<file path="src/rtl/ram_arb_pkg.sv">
// Shared types and helpers for the RAM arbiter slice.
package ram_arb_pkg;

  typedef enum logic [1:0] {
    INIT,
    RUN,
    CLEAR
  } ram_arb_state_t;

  // Registered read-response tag: which requester owns the data arriving next cycle.
  typedef struct packed {
    logic       vld;
    logic [1:0] id;
  } rsp_tag_t;

  function automatic int id_width(input int n);
    return (n > 1) ? $clog2(n) : 1;
  endfunction

endpackage

</file>
<file path="src/rtl/rr_arbiter.sv">
// Combinational round-robin picker: first asserted request at or after ptr.
module rr_arbiter
  import ram_arb_pkg::*;
#(
  parameter int N   = 2,
  parameter int IDW = id_width(N)
) (
  input  logic [N-1:0]   req,
  input  logic [IDW-1:0] ptr,
  output logic [N-1:0]   gnt,
  output logic [IDW-1:0] gnt_id
);

  logic [31:0] idx;
  logic        found;

  // Scan ptr, ptr+1, ... (mod N) and grant the first requester found.
  always_comb begin
    gnt    = '0;
    gnt_id = '0;
    found  = 1'b0;
    idx    = '0;
    for (int unsigned k = 0; k < N; k++) begin
      idx = (32'(ptr) + k) % N;
      if (!found && req[idx]) begin
        found    = 1'b1;
        gnt[idx] = 1'b1;
        gnt_id   = IDW'(idx);
      end
    end
  end

endmodule

</file>
<file path="src/rtl/ram_arbiter.sv">
// Round-robin arbiter sharing one 1W/1R registered-read RAM among NUM_REQ clients.
// Owns the RAM reset (init after rst_n release, and on clr).
// Optional per-requester grant counters: define RAM_ARB_STATS_EN.
module ram_arbiter
  import ram_arb_pkg::*;
#(
  parameter int NUM_REQ    = 2,
  parameter int ADDR_WIDTH = 4,
  parameter int DATA_WIDTH = 8,
  parameter int CNT_WIDTH  = 16
) (
  input  logic                          clk,
  input  logic                          rst_n,
  input  logic [NUM_REQ-1:0]            req_valid,
  input  logic [NUM_REQ-1:0]            req_write,
  input  logic [NUM_REQ*ADDR_WIDTH-1:0] req_addr,
  input  logic [NUM_REQ*DATA_WIDTH-1:0] req_wdata,
  output logic [NUM_REQ-1:0]            req_ready,
  output logic [NUM_REQ-1:0]            rsp_valid,
  output logic [DATA_WIDTH-1:0]         rsp_data,
  input  logic                          clr,
  output logic                          clr_done,
  output logic                          ram_rst,
  output logic                          ram_we,
  output logic [ADDR_WIDTH-1:0]         ram_wr_addr,
  output logic [DATA_WIDTH-1:0]         ram_wr_din,
  output logic                          ram_re,
  output logic [ADDR_WIDTH-1:0]         ram_rd_addr,
  input  logic [DATA_WIDTH-1:0]         ram_rd_dout
`ifdef RAM_ARB_STATS_EN
  ,
  output logic [NUM_REQ*CNT_WIDTH-1:0]  grant_cnt
`endif
);

  localparam int IDW = id_width(NUM_REQ);

  ram_arb_state_t       state_q, state_d;
  logic [IDW-1:0]       rr_ptr_q, rr_ptr_d;
  rsp_tag_t             tag_q, tag_d;

  logic [NUM_REQ-1:0]   arb_gnt;
  logic [IDW-1:0]       arb_id;
  logic                 grant_en;
  logic [NUM_REQ-1:0]   accept;
  logic                 any_accept;
  logic                 sel_write;
  logic [31:0]          sel;

  rr_arbiter #(
    .N   (NUM_REQ),
    .IDW (IDW)
  ) u_rr (
    .req    (req_valid),
    .ptr    (rr_ptr_q),
    .gnt    (arb_gnt),
    .gnt_id (arb_id)
  );

  // State, round-robin pointer and read-response tag registers.
  always_ff @(posedge clk) begin
    if (!rst_n) begin
      state_q  <= INIT;
      rr_ptr_q <= '0;
      tag_q    <= '0;
    end else begin
      state_q  <= state_d;
      rr_ptr_q <= rr_ptr_d;
      tag_q    <= tag_d;
    end
  end

  // FSM next state; control outputs are forced low while rst_n is asserted
  // because the reset is synchronous and state_q may still hold RUN.
  always_comb begin
    state_d  = state_q;
    grant_en = 1'b0;
    ram_rst  = 1'b0;
    clr_done = 1'b0;
    case (state_q)
      INIT: begin
        ram_rst = 1'b1;
        state_d = RUN;
      end
      RUN: begin
        if (clr) state_d = CLEAR;
        else     grant_en = 1'b1;
      end
      CLEAR: begin
        ram_rst  = 1'b1;
        clr_done = 1'b1;
        state_d  = RUN;
      end
      default: state_d = INIT;
    endcase
    if (!rst_n) begin
      grant_en = 1'b0;
      ram_rst  = 1'b0;
      clr_done = 1'b0;
    end
  end

  // Grant, RAM port muxing, pointer advance and response tag capture.
  always_comb begin
    req_ready   = grant_en ? arb_gnt : '0;
    accept      = req_valid & req_ready;
    any_accept  = |accept;
    sel         = 32'(arb_id);
    sel_write   = req_write[arb_id];
    ram_we      = any_accept & sel_write;
    ram_re      = any_accept & ~sel_write;
    ram_wr_addr = req_addr[sel*ADDR_WIDTH +: ADDR_WIDTH];
    ram_wr_din  = req_wdata[sel*DATA_WIDTH +: DATA_WIDTH];
    ram_rd_addr = req_addr[sel*ADDR_WIDTH +: ADDR_WIDTH];
    rr_ptr_d    = any_accept ? IDW'((sel + 32'd1) % NUM_REQ) : rr_ptr_q;
    tag_d.vld   = ram_re;
    tag_d.id    = 2'(arb_id);
  end

  // Route registered read data to the requester recorded in the tag.
  always_comb begin
    rsp_valid = '0;
    rsp_data  = '0;
    if (rst_n && tag_q.vld) begin
      for (int unsigned i = 0; i < NUM_REQ; i++) begin
        rsp_valid[i] = (tag_q.id == 2'(i));
      end
      rsp_data = ram_rd_dout;
    end
  end

`ifdef RAM_ARB_STATS_EN
  logic [NUM_REQ*CNT_WIDTH-1:0] cnt_q, cnt_d;

  // Saturating per-requester accept counters.
  always_comb begin
    cnt_d = cnt_q;
    for (int unsigned i = 0; i < NUM_REQ; i++) begin
      if (accept[i] && (cnt_q[i*CNT_WIDTH +: CNT_WIDTH] != '1)) begin
        cnt_d[i*CNT_WIDTH +: CNT_WIDTH] = cnt_q[i*CNT_WIDTH +: CNT_WIDTH] + CNT_WIDTH'(1);
      end
    end
  end

  // Counter register; cleared only by rst_n, not by clr.
  always_ff @(posedge clk) begin
    if (!rst_n) cnt_q <= '0;
    else        cnt_q <= cnt_d;
  end

  assign grant_cnt = cnt_q;
`else
  logic [CNT_WIDTH-1:0] unused_cnt_width;
  assign unused_cnt_width = '0;
`endif

endmodule

</file>
<file path="config.mk">
export PLATFORM = sky130hd
export DESIGN_NAME = ram_arbiter
export DESIGN_NICKNAME = d
export VERILOG_FILES = /design/src/rtl/ram_arb_pkg.sv /design/src/rtl/rr_arbiter.sv /design/src/rtl/ram_arbiter.sv
export SDC_FILE = /design/constraint.sdc
export NUM_CORES = 1
export LEC_CHECK = 0
export CORE_UTILIZATION = 22
export CTS_CLUSTER_DIAMETER = 40
export DETAILED_ROUTE_END_ITERATION = 12
export GPL_ROUTABILITY_DRIVEN = 0
export PLACE_DENSITY_LB_ADDON = 0.12
export SKIP_LAST_GASP = 1
export SYNTH_ARGS = -nofsm -noshare
export SYNTH_HDL_FRONTEND = slang
export SYNTH_SLANG_ARGS = --single-unit
</file>
<file path="constraint.sdc">
create_clock -name clk -period 1.18 [get_ports clk]
set_clock_uncertainty 0.05 [all_clocks]
set_input_delay 0.118 -clock clk [delete_from_list [all_inputs] [get_ports clk]]
set_output_delay 0.118 -clock clk [all_outputs]
set_load 0.1 [all_outputs]
</file>
==> Word level (Yosys, flattened, before mapping) <==
Cells that the tools add are included.
{ "totals": {"romBits": 0, "wordCells": 59, "input_bits": 39, "ram_bits": 0, "memories": 0, "reg_bits": 6, "latch_bits": 0} }
{ "op_classes": {"order_cmp": 5, "n_mul": 0, "n_reduce_logical": 9, "shift": 2, "eq_ne": 4, "n_div": 0, "n_mux": 27, "n_addsub": 2, "bitwise": 5} }
{ "ops": {"columns": ["operator", "n"], "rows": [
  ["two-way mux 1 bit", 18],
  ["indexed part select 16 x 5 -> 8 bit", 1],
  ["two-way mux 2 bit", 5],
  ["two-way mux 8 bit", 1],
  ["indexed part select 8 x 4 -> 4 bit", 1],
  ["less-than comparator 1 x 2 -> 1 bit (second input constant)", 3],
  ["equality test 2 x 1 -> 1 bit (second input constant)", 2],
  ["logical AND 1 bit", 4],
  ["zero test 2 bit", 2],
  ["case mux 2 bit (2 select lines)", 1],
  ["OR reduction 2 bit", 2],
  ["adder 1 bit (second input constant)", 2],
  ["bitwise AND 1 bit", 2],
  ["bitwise AND 2 bit", 1],
  ["demux 1 bit (select 1 bit)", 2],
  ["equality test 2 bit (second input constant)", 1],
  [">= comparator 1 bit (second input constant)", 2],
  ["inequality test 2 bit (second input constant)", 1],
  ["bitwise OR 2 bit", 1],
  ["zero test 1 bit", 1],
  ["NOT 1 bit", 1]
]} }

==> Longest topological paths before layout <==
{ "depth": {"ltp_word": 11, "ltp_mapped": 5} }

==> By module <==
A second synthesis with hierarchy kept.
{ "hier_totals": {"cells_unflattened": 55, "hier_area_um2": 529.3} }
{ "modules_own_cells": {"columns": ["mod", "area_per_inst_um2", "seq_area_each_um2", "n_inst", "cells_each"], "rows": [
  ["ram_arbiter", 499.2, 100.1, 1, 51],
  ["rr_arbiter", 30.0, 0.0, 1, 4]
]} }

==> Worst setup path after synthesis <==
No wires, ideal clock.
{ "synth_timing": {"path_type": "register to output", "from": "register state_q[0]", "to": "output clr_done", "arrival_time_ps": 2500, "required_ps": 1012, "slack_ps": -1488, "stages_incl_launch_ff": 3, "cell_sequence": "dfxtp_1 > nor2_1 > and2_1"} }
{ "synth_via": {"elab_chain_cells": 3} }
{ "synth_rtl": {"columns": ["item", "line", "rtl"], "rows": [
  ["start: declaration", "ram_arbiter.sv:38", "ram_arb_state_t state_q, state_d;"],
  ["start signal: assignment", "ram_arbiter.sv:67", "state_q <= state_d;"],
  ["equality test 2 bit", "ram_arbiter.sv:80", "case (state_q)"],
  ["two-way mux 1 bit", "ram_arbiter.sv:80", null],
  ["two-way mux 1 bit", "ram_arbiter.sv:96", "if (!rst_n) begin"],
  ["end: declaration", "ram_arbiter.sv:22", "output logic clr_done,"]
]} }
Every way passes these cells.

==> Final worst setup path <==
{ "layout_timing": {"from": "register rr_ptr_q", "to": "output ram_wr_din[2]"} }
{ "layout_via": {"elab_chain_cells": 7, "word_cells_on_any_way": 11} }
{ "layout_rtl": {"columns": ["item", "line", "rtl"], "rows": [
  ["start: declaration", "ram_arbiter.sv:39", "logic [IDW-1:0] rr_ptr_q, rr_ptr_d;"],
  ["start signal: assignment", "ram_arbiter.sv:68", "rr_ptr_q <= rr_ptr_d;"],
  ["two-way mux 1 bit (not written as such) (2 in a row)", "rr_arbiter.sv:25", "if (!found && req[idx]) begin"],
  ["two-way mux 1 bit", "rr_arbiter.sv:25", null],
  ["zero test 1 bit", "rr_arbiter.sv:25", null],
  ["logical AND 1 bit", "rr_arbiter.sv:25", null],
  ["two-way mux 1 bit (*)", "rr_arbiter.sv:25", null],
  ["indexed part select 16 x 5 -> 8 bit (*)", "ram_arbiter.sv:113", "ram_wr_din = req_wdata[sel*DATA_WIDTH +: DATA_WIDTH];"],
  ["end: declaration", "ram_arbiter.sv:26", "output logic [DATA_WIDTH-1:0] ram_wr_din,"]
]} }
Every way passes the cells marked *; elsewhere a longest branch is shown, timed or not. The select of a mux whose other input is x is not followed.

==> summary.md <==
| Metric | Value |
|---|---|
| Sequential share of power | `a little over an eighth` |
| Residual DRC | `0` |
| Starting Density | `about a quarter` |
| Dpl cells | `between 150 and 200` |
| Share of the synthesized area in the top cell type | `19.7%` |
| Max Buffers Root-to-Sink | `2` |
| Max-cap violations | `0` |
| Status | `finished, violations left` |
| RSZ-0062 raised after global routing | `true` |
| Register-to-Register Setup Slack | `-70 ps` |
| Clk pin slew, worst setup/hold paths | `50 ps` |
| Minimum clock period | `approximately 1600 ps` |
| Final period util | `132%` |
| Core ar. | `0.00225 mm²` |
| Reg2reg start | `state_q[1]` |
| Pre-CTS setup slack | `-489 ps` |
| Setup crit start | `rr_ptr_q` |
| Worst slew pin tran | `slightly above 300 ps` |
| Failing checks | `setup timing` |
| Fin Hold WS | `around 320 ps` |
| Aggregate global routing overflow | `0` |
| Hold path depth | `3` |
| Power density cells | `about 750 mW/mm²` |
| # diodes | `0` |
| Initial antenna violation count | `0` |
| Total CTS buffers | `3` |
| CTS tree | `yes` |
| CP max FO | `7` |
| Post-Syn Area | `534 µm²` |
| Mean Syn Cell Area | `9.06 µm²` |
| Final net count | `about 180` |
| All-layer global routing usage | `between 10% and 20%` |
| Post-DR wirelength/cell | `roughly 15 µm` |
| Die W | `around 51 µm` |
| Syn-to-layout area delta | `245%` |
| Critical path arrival | `1390 ps` |
| Cells after Synth | `between 50 and 60` |
| Max Fclk | `between 600 and 700 MHz` |
| Io pins | `slightly above 70` |
| Clk_lat worst skew | `about 240 ps` |
| Power, Total | `roughly 1.4 mW` |
| Hold Path Sink | `state_q[1]` |
| Clock share of power | `about 15%` |
| Slowest stage cell on the critical path | `mux2_4` |
| R2R depth | `4` |
| Post-DP HPWL | `roughly 1800 µm` |
| Die ar. | `0.00263 mm²` |
| DRT Pass-1 Iters | `4` |
| Comb power frac | `71.9%` |
| Vias post-DR | `approximately 790` |
| H-tree depth | `1` |
| Reg2reg end | `rr_ptr_q` |
| Seq/Total Area, Yosys | `about a fifth` |
| Switching Share | `a little under half` |
| Global-route wire length before repair | `about 3700 µm` |
| Final instance area | `around 0.0018 mm²` |
| Syn nets | `between 90 and 100` |
| Crit path cell chain | `nand2b_4 -> nand2_4 -> mux2_4 -> buf_12` |
| Peak supply drop | `between 0.5 and 0.6 mV` |
| Post-synth cell types | `24` |
| Antenna-violating nets left | `0` |
| # setup viols final | `28` |
| Cell Count, Final, Fillers Out | `roughly 170` |
| Max incr delay on CP | `330 ps` |
| Largest cells by area after synthesis | `mux2_4 20%, dfxtp_1 19%, and3_1 12%` |
| Synth area leader | `mux2_4` |
| Worst slew margin | `about 80%` |
| CP Launch Type | `register` |
| Internal Power | `about 740 µW` |
| Starting DRT DRC Count | `8` |
| Largest net degree at the start of global routing | `11` |
| Hold Vio Cnt, Final | `0` |
| Leak | `~0.81 nW` |
| Critical path data required time | `approximately 1000 ps` |
| Cell family with most CP delay | `multiplexers` |
| Path type of the worst setup path | `reg2out` |
| Placed cell area | `0.00172 mm²` |
| Port bufs | `70` |
| Critical Path Sink Type | `output pin` |
| Crit path buffers/inverters | `1` |
| Vias in the first global route | `831` |
| Switching Power | `around 640 µW` |
| Share of cells above drive strength 1 | `65.0%` |
| Setup slack after layout | `-377 ps` |
| Root buffer cell | `clkbuf_4` |
| Ys Warns | `0` |
| Vias per cell | `between 4 and 5` |
| DIE HEIGHT | `51.3 µm` |
| Clock sink total | `5` |
| Row cnt | `17` |
| Hold_sp | `clr` |
| #FFs+latches synth | `5` |
| Final WL | `approximately 2500 µm` |
| HP Class | `in2reg` |
| Slew Viols, Final | `0` |
==> per-layer routing <==
layer / part of all wire, % / up-vias / GRT usage [%]
met5: 0 / - / 0
met4: 1.5 / 0 / 8.56
met3: 7.9 / 4 / 5.36
met2: 53 / 39 / 35.7
met1: 37 / 369 / 18.6
li1: - / 379 / -
==> power groups by stage <==
stage | Combinational (mW) | Sequential, mW | Clock (mW)
floorplan | 0.586 | 0.193 | 0
global placement | 0.947 | 0.191 | 0
detailed placement | 0.959 | 0.192 | 0
CTS | 0.987 | 0.188 | 0.206
global route | 1.02 | 0.188 | 0.217
finish | 0.991 | 0.187 | 0.201
==> worst max path at each step <==
stage                     endpoint  slack (ps)  cells after the start
floorplan           ram_wr_addr[1]        -370                      5
global placement     ram_wr_din[6]        -460                      5
detailed placement   ram_wr_din[6]        -490                      5
CTS                  ram_wr_din[2]        -380                      4
global route         ram_wr_din[2]        -420                      4
finish               ram_wr_din[2]        -380                      4
==> placed cells by master, fill, tap and decap left out, types with 2 or more instances in the layout <==
cell	count
buf_12	32
inv_1	3
mux2_4	12
and3_2	5
nor2_4	3
clkdlybuf4s50_1	34
clkbuf_4	3
and3_4	5
dlygate4sd2_1	3
dfxtp_4	2
dfxtp_2	3
buf_4	12
buf_6	3
==> registers in the layout, summed over array words and instances, names as in the netlist <==
name,cells
state_q,2
tag_q,2
rr_ptr_q,1
==> what timing repair did <==
action,4_1_cts,5_1_grt
endpoints found under the hold margin,0,0
resized for setup,18,12
pin swaps,4,5
hold buffers,0,0
setup endpoints to repair,34,34
cloned,1,0
setup buffers,1,2
==> layout make-up <==
class,instances,area (µm²)
clock buffer,4,26.3
fill,139,409
inverter,4,15.0
multi-input combinational,45,515
sequential,5,111
tap,28,35.0
timing repair buffer,85,1140
==> worst register-to-register path: stages, from the launching register on <==
cell and delay [ps]:
dfxtp_4 350, and4bb_2 350, buf_6 120, a21oi_2 50, a311oi_1 230
==> synth_stat cells <==
| library cell | number |
|---|---|
| and3_1 | 10 |
| mux2_4 | 7 |
| dfxtp_1 | 5 |
| mux2_2 | 5 |
| buf_4 | 4 |
| inv_1 | 4 |
| nor2_1 | 4 |
| a211oi_1 | 2 |
| a21oi_1 | 2 |
| o21a_1 | 2 |
| a311oi_1 | 1 |
| and2_1 | 1 |
| and3_2 | 1 |
| and4bb_2 | 1 |
| buf_6 | 1 |
| clkbuf_1 | 1 |
| nand2_1 | 1 |
| nand2_4 | 1 |
| nand2b_4 | 1 |
| nand3_1 | 1 |
| nand3b_1 | 1 |
| nor2b_1 | 1 |
| o211ai_1 | 1 |
| o21ai_0 | 1 |
==> stage by stage <==
stage                     utilization (%)  setup TNS [ps]
after detailed placement             76.3          -11950
after CTS                            80.4           -7410
after global routing                 81.9           -8940
after global placement               76.3          -10720
after floorplan                         -           -3300
final                                81.9           -7690
==> kinds of logic (layout without fill, tap and decap cells) <==
| logic type | after synthesis | in the layout | share of synthesized area [%] |
|---|---|---|---|
| simple gates | 23 | 24 | 28.3 |
| compound gates | 9 | 9 | 11.5 |
| mux | 12 | 12 | 30.2 |
| flops | 5 | 5 | 18.7 |
| buf+inv | 10 | 93 | 11.2 |
Power figures use the tool's default switching activity.
